**config.mk**
```make
export PLATFORM = sky130hd
export DESIGN_NAME = pipe_reduce_flat
export DESIGN_NICKNAME = d
export VERILOG_FILES = /design/src/rtl/pipe_reduce_pkg.sv /design/src/rtl/pipe_reduce_if.sv /design/src/rtl/pipe_reduce_level.sv /design/src/rtl/pipe_reduce.sv /design/src/flat_wrapper.sv
export SDC_FILE = /design/constraint.sdc
export NUM_CORES = 1
export LEC_CHECK = 0
export BUFFER_PORTS_ARGS = -buffer_cell sky130_fd_sc_hd__buf_2
export CAP_MARGIN = 30
export CORE_MARGIN = 4
export CORE_UTILIZATION = 40
export CTS_CLUSTER_DIAMETER = 150
export CTS_CLUSTER_SIZE = 14
export DETAILED_ROUTE_END_ITERATION = 10
export SLEW_MARGIN = 20
export SYNTH_ARGS = -nofsm -noshare
export SYNTH_HDL_FRONTEND = slang
export SYNTH_SLANG_ARGS = --single-unit
```
**constraint.sdc**
```tcl
create_clock -name clk -period 2.4 [get_ports clk]
set_clock_uncertainty 0.2 [all_clocks]
set_input_delay 0.24 -clock clk [delete_from_list [all_inputs] [get_ports clk]]
set_output_delay 0.24 -clock clk [all_outputs]
set_load 0.005 [all_outputs]
```
**src/rtl/pipe_reduce_pkg.sv**
```systemverilog
// Shared types and helpers for the pipelined reduction tree: operator
// encoding, per-operator identity/combine, and tree geometry.
package pipe_reduce_pkg;

    typedef enum logic [1:0] {
        OP_XOR  = 2'd0,
        OP_AND  = 2'd1,
        OP_OR   = 2'd2,
        OP_RSVD = 2'd3
    } op_e;

    typedef enum logic {
        ST_IDLE = 1'b0,
        ST_ACC  = 1'b1
    } acc_state_e;

    // Neutral element used to pad short groups; reserved folds like XOR.
    function automatic logic identity(input op_e op);
        return (op == OP_AND);
    endfunction

    function automatic logic combine(input op_e op, input logic a, input logic b);
        case (op)
            OP_AND:  return a & b;
            OP_OR:   return a | b;
            default: return a ^ b;
        endcase
    endfunction

    function automatic int levels(input int width, input int leaf);
        int l;
        int w;
        l = 1;
        w = width;
        while (w > leaf) begin
            w = (w + leaf - 1) / leaf;
            l++;
        end
        return l;
    endfunction

    // Bit count entering level k (k = 0 is the raw input).
    function automatic int level_width(input int width, input int leaf, input int k);
        int w;
        w = width;
        for (int i = 0; i < k; i++) w = (w + leaf - 1) / leaf;
        return w;
    endfunction

endpackage

```
**src/rtl/pipe_reduce_if.sv**
```systemverilog
// Beat input / packet result bundle for pipe_reduce.
interface pipe_reduce_if #(
    parameter int WIDTH = 10
);
    logic             in_valid;
    logic [1:0]       in_op;
    logic             in_last;
    logic [WIDTH-1:0] in_data;
    logic             out_valid;
    logic [1:0]       out_op;
    logic             out_res;

    modport master (
        output in_valid, in_op, in_last, in_data,
        input  out_valid, out_op, out_res
    );

    modport slave (
        input  in_valid, in_op, in_last, in_data,
        output out_valid, out_op, out_res
    );
endinterface

```
**src/rtl/pipe_reduce_level.sv**
```systemverilog
// One registered tree level: folds LEAF-bit groups into one bit each and
// carries the valid/op/last sideband alongside.
module pipe_reduce_level
    import pipe_reduce_pkg::*;
#(
    parameter  int IN_W  = 10,
    parameter  int LEAF  = 6,
    localparam int OUT_W = (IN_W + LEAF - 1) / LEAF
) (
    input  logic             clk,
    input  logic             rst_n,
    input  logic             in_vld,
    input  op_e              in_op,
    input  logic             in_last,
    input  logic [IN_W-1:0]  in_data,
    output logic             out_vld,
    output op_e              out_op,
    output logic             out_last,
    output logic [OUT_W-1:0] out_data
);

    logic [OUT_W*LEAF-1:0] padded;
    logic [OUT_W-1:0]      grp_res;

    // Pad with the beat's own identity so the short group cannot bias AND.
    always_comb begin
        padded             = {(OUT_W*LEAF){identity(in_op)}};
        padded[IN_W-1:0]   = in_data;
    end

    for (genvar g = 0; g < OUT_W; g++) begin : g_grp
        logic [LEAF-1:0] grp;
        assign grp        = padded[g*LEAF +: LEAF];
        assign grp_res[g] = (in_op == OP_AND) ? (&grp) :
                            (in_op == OP_OR)  ? (|grp) : (^grp);
    end

    always_ff @(posedge clk or negedge rst_n) begin
        if (!rst_n) begin
            out_vld  <= 1'b0;
            out_op   <= OP_XOR;
            out_last <= 1'b0;
            out_data <= '0;
        end else begin
            out_vld  <= in_vld;
            out_op   <= in_vld ? in_op : OP_XOR;
            out_last <= in_vld & in_last;
            out_data <= grp_res;
        end
    end

endmodule

```
**src/rtl/pipe_reduce.sv**
```systemverilog
// Pipelined reduction tree plus packet accumulator; one result bit per
// packet, LAT = levels(WIDTH, LEAF) + 1 cycles after the last beat.
module pipe_reduce
    import pipe_reduce_pkg::*;
#(
    parameter int WIDTH = 10,
    parameter int LEAF  = 6
) (
    input  logic          clk,
    input  logic          rst_n,
    pipe_reduce_if.slave  bus
);

    localparam int L = levels(WIDTH, LEAF);

    logic [L:0] vld_pipe;
    logic [L:0] last_pipe;
    op_e        op_pipe [L+1];

    assign vld_pipe[0]  = bus.in_valid;
    assign last_pipe[0] = bus.in_last;
    assign op_pipe[0]   = op_e'(bus.in_op);

    for (genvar k = 0; k < L; k++) begin : g_lvl
        localparam int IW = level_width(WIDTH, LEAF, k);
        localparam int OW = level_width(WIDTH, LEAF, k + 1);
        logic [IW-1:0] d_in;
        logic [OW-1:0] d_out;

        if (k == 0) begin : g_src
            assign d_in = bus.in_data;
        end else begin : g_chain
            assign d_in = g_lvl[k-1].d_out;
        end

        pipe_reduce_level #(.IN_W(IW), .LEAF(LEAF)) u_level (
            .clk      (clk),
            .rst_n    (rst_n),
            .in_vld   (vld_pipe[k]),
            .in_op    (op_pipe[k]),
            .in_last  (last_pipe[k]),
            .in_data  (d_in),
            .out_vld  (vld_pipe[k+1]),
            .out_op   (op_pipe[k+1]),
            .out_last (last_pipe[k+1]),
            .out_data (d_out)
        );
    end

    logic tree_vld, tree_last, tree_res;
    op_e  tree_op;

    assign tree_vld  = vld_pipe[L];
    assign tree_last = last_pipe[L];
    assign tree_op   = op_pipe[L];
    assign tree_res  = g_lvl[L-1].d_out[0];

    acc_state_e state, state_nxt;
    logic       acc;
    op_e        acc_op;
    logic       acc_load, emit, fold_res;
    op_e        fold_op;
    logic       out_valid_q, out_res_q;
    op_e        out_op_q;

    always_ff @(posedge clk or negedge rst_n) begin
        if (!rst_n) state <= ST_IDLE;
        else        state <= state_nxt;
    end

    always_comb begin
        state_nxt = state;
        case (state)
            ST_IDLE: if (tree_vld && !tree_last) state_nxt = ST_ACC;
            ST_ACC:  if (tree_vld &&  tree_last) state_nxt = ST_IDLE;
            default: state_nxt = ST_IDLE;
        endcase
    end

    // In ACC the latched first-beat op governs; later beat ops are ignored.
    always_comb begin
        acc_load = tree_vld & ~tree_last;
        emit     = tree_vld &  tree_last;
        fold_op  = (state == ST_ACC) ? acc_op : tree_op;
        fold_res = (state == ST_ACC) ? combine(acc_op, acc, tree_res) : tree_res;
    end

    always_ff @(posedge clk or negedge rst_n) begin
        if (!rst_n) begin
            acc         <= 1'b0;
            acc_op      <= OP_XOR;
            out_valid_q <= 1'b0;
            out_res_q   <= 1'b0;
            out_op_q    <= OP_XOR;
        end else begin
            out_valid_q <= emit;
            if (acc_load) begin
                acc    <= fold_res;
                acc_op <= fold_op;
            end
            if (emit) begin
                out_res_q <= fold_res;
                out_op_q  <= fold_op;
            end
        end
    end

    assign bus.out_valid = out_valid_q;
    assign bus.out_res   = out_res_q;
    assign bus.out_op    = out_op_q;

endmodule

```
**src/flat_wrapper.sv**
```systemverilog
// flat-port wrapper written by rule: the top's interface ports become plain ports
module pipe_reduce_flat import pipe_reduce_pkg::*;
#(
    parameter int WIDTH = 10,
    parameter int LEAF  = 6
)
  (clk, rst_n, bus_in_valid, bus_in_op, bus_in_last, bus_in_data, bus_out_valid, bus_out_op, bus_out_res);
  pipe_reduce_if #(.WIDTH(WIDTH)) bus_i ();
  input  logic clk;
  input  logic rst_n;
  input wire logic [$bits(bus_i.in_valid)-1:0] bus_in_valid;
  input wire logic [$bits(bus_i.in_op)-1:0] bus_in_op;
  input wire logic [$bits(bus_i.in_last)-1:0] bus_in_last;
  input wire logic [$bits(bus_i.in_data)-1:0] bus_in_data;
  output wire logic [$bits(bus_i.out_valid)-1:0] bus_out_valid;
  output wire logic [$bits(bus_i.out_op)-1:0] bus_out_op;
  output wire logic [$bits(bus_i.out_res)-1:0] bus_out_res;
  assign bus_i.in_valid = bus_in_valid;
  assign bus_i.in_op = bus_in_op;
  assign bus_i.in_last = bus_in_last;
  assign bus_i.in_data = bus_in_data;
  assign bus_out_valid = bus_i.out_valid;
  assign bus_out_op = bus_i.out_op;
  assign bus_out_res = bus_i.out_res;
  pipe_reduce #(.WIDTH(WIDTH), .LEAF(LEAF)) u_core (.clk(clk), .rst_n(rst_n), .bus(bus_i));
endmodule
```
==> key figures <==
Worst hold path
  • Hold EP: u_core.g_lvl[0].u_level.out_data[1]
  • Worst min path class: in2reg
  • Hold Path Origin: bus_in_data[7]
  • Hold-critical path depth: 4

Setup path
  • Slack of the worst reg-to-reg path: 0.80 ns
  • Critical-path maximum fanout: 4
  • WP data arrival: 1.57 ns
  • Cells on worst reg2reg path: 4
  • Critical Path Start: u_core.acc_op[0]
  • Worst Setup End Kind: register
  • Kind of critical path: reg2reg
  • R2R Path End: u_core.bus.out_res
  • Critical Path RT: 2.36 ns
  • Startpoint Class: register
  • FF-to-FF Start: u_core.acc_op[0]

Synth
  • Seq/Total Area, Yosys: 45.5%
  • Distinct cells, synth: 25
  • Netlist Area Pre-Place: 1040 sq um
  • Post-synthesis cell count: 95
  • Combinational family with the most area after synthesis: simple AND/OR/NAND/NOR gates
  • Syn Nets: 125
  • Mux share of post-synthesis cell area: 4.79%
  • FF+latch count, synth: 19
  • Yosys Warn Count: 0
  • XOR/XNOR share of the synthesized area: 3.35%
  • Post-synthesis compound-gate area fraction: 7.07%
  • Syn Area/Cell: 11.0 sq um
  • Simple logic cell fraction of the synthesized area: 17.1%
  • Adder-cell share of the synthesized area: 16.8%

STA
  • Worst-margin pin slew: 0.411 ns
  • RSZ-0062 raised after global routing: no
  • Fmax: 623 MHz
  • Hold Fails Final Rpt: 0
  • Rel. slew slack: 72.6%
  • Fin crit share: 66.8%
  • Crit path time final: 1.60 ns
  • Final Setup Violations: 0
  • Max-slew violation count: 0
  • Final TNS setup: 0 ns

Drt
  • Drt total wl: 1580 um
  • Drt initial violations: 2
  • Post-DR wirelength/cell: 10.3 um
  • Vias per inst: 4.60
  • # DRC: 0
  • ANT nets after route: 0
  • DR vias: 704
  • DRT Pass-1 Iters: 2

Die
  • Starting Density: 42.2%
  • Core box area: 2480 sq um
  • Die area: 3490 sq um
  • Die width: 59.1 um
  • Die Ht: 59.1 um
  • I/O pin count: 20
  • Rows: 18

Global routing
  • Initial antenna violation count: 0
  • Largest net degree at the start of global routing: 20
  • First-pass GRT wire length: 2880 um
  • Total grt overflow: 0
  • GR Util All Layers: 10.9%
  • Vias in the first global route: 724

Job
  • Max Cap Viol: 0

Placed design
  • Port Buffers: 19
  • DP Area: 1180 sq um
  • Detailed placement HPWL: 1320 um
  • Gp weighted congestion: 0.785

CTS
  • TritonCTS clock tree: yes
  • Worst-path clk slew: 0.11 ns
  • Clock buffer depth: 2
  • Worst skew pair latency: 0.29 ns
  • Root Buffer: clkbuf_4
  • Num CTS Buffers: 3
  • H-tree levels: 1
  • Clock Sinks: 19

Cells and area
  • Most frequent cells in the layout: dfrtp_1 (19), buf_2 (19), inv_1 (14), ha_1 (14), and2_1 (7)
  • Nets: 154
  • Share of cells above drive strength 1: 25.2%
  • Antenna fix cells: 0
  • Area delta synth->final: 20.1%
  • Post-route cell area: 1250 sq um

Power
  • Power density over the cells: 588 nW/um^2
  • Worst-case vdd ir drop: 0.329 mV
  • Lkg Pwr: 0.662 nW

Run status
  • Status: finished, final reports clean
-- Yosys cell counts --
cell type	count	area share (%)
nor3_2	1	0.96
a31oi_1	2	1.2
mux2i_1	2	1.9
and3_1	1	0.60
o311ai_2	1	1.6
xnor2_1	4	3.4
o21a_1	1	0.72
or2_0	1	0.60
nand3_1	1	0.48
dfrtp_1	19	46
mux2_4	2	2.9
ha_1	14	17
inv_2	1	0.36
a21oi_1	1	0.48
nor2_1	5	1.8
o21ai_1	3	1.4
and2_0	1	0.60
nor2b_1	3	1.8
and2_1	7	4.2
inv_1	14	5.0
a32oi_1	2	1.7
nand2b_2	1	0.84
nand2b_1	2	1.2
nor2b_4	2	2.6
nand2_1	4	1.4
-- timing repair --
item | in CTS | in global routing
endpoints found under the setup margin | 0 | 0
hold buffers | 5 | 0
setup buffers | 0 | 0
gates resized for setup | 0 | 0
endpoints found under the hold margin | 23 | 0
-- state kept, by name, summed over array words and instances, names as in the netlist, 2 cells and up, named ones only --
register                       cells
u_core.g_lvl.u_level.out_op        4
u_core.g_lvl.u_level.out_data      3
u_core.acc_op                      2
u_core.bus.out_op                  2
u_core.g_lvl.u_level.out_last      2
u_core.g_lvl.u_level.out_vld       2
-- cell families (layout without fill, tap and decap cells) --
group | Yosys count | after routing
AOI/OAI and AO/OA | 10 | 10
xor gates and xnor gates | 4 | 4
adders and majority gates | 14 | 14
buffers and inverters | 15 | 43
DFF | 19 | 19
muxes | 4 | 4
and+or+nand+nor | 29 | 29
-- area by class of cell --
type / count / area [sq um]
fill: 238 / 1220
tap: 30 / 37.5
multi-input combinational: 61 / 513
sequential: 19 / 475
inverter: 15 / 56.3
clock buffer: 3 / 22.5
clock inverter: 1 / 5.00
timing repair buffer: 24 / 145
-- power breakdown --
part	switching (W)	internal [W]
logic	0.0000833	0.000103
clock network	0.0000954	0.0000619
registers	0.0000318	0.000363
-- through the flow --
stage,worst slack (ns),utilization (%),hold WS (ns),power (W),cells
after detailed placement,0.801,47.5,0.000512,0.000587,144
after CTS,0.763,50.7,0.152,0.000752,153
after floorplan,0.955,-,-0.256,0.000523,95
after global routing,0.734,50.7,0.169,0.000791,153
after global placement,0.906,47.5,-0.00725,0.000576,144
final,0.796,50.7,0.154,0.000738,153
-- worst max-delay path by stage --
stage	slack [ns]	to	cells past startpoint
3_3_place_gp	0.91	u_core.bus.out_res	4
5_1_grt	0.73	u_core.bus.out_res	4
2_1_floorplan	0.96	u_core.acc	4
4_1_cts	0.76	u_core.bus.out_res	4
3_5_place_dp	0.80	u_core.bus.out_res	4
6_report	0.80	u_core.bus.out_res	4
-- layer usage --
layer | share of wire, % | global-route usage [%]
met5 | 0 | 0
met4 | 0.32 | 3.88
met3 | 5.1 | 3.05
met2 | 52 | 20.3
met1 | 42 | 11.5
-- worst max-delay path, stage by stage, from the launching register on --
cell	delay [ns]
dfrtp_1	0.42
inv_1	0.06
ha_1	0.32
o311ai_2	0.35
a31oi_1	0.14
No activity file was read; power rests on OpenSTA's default activity.
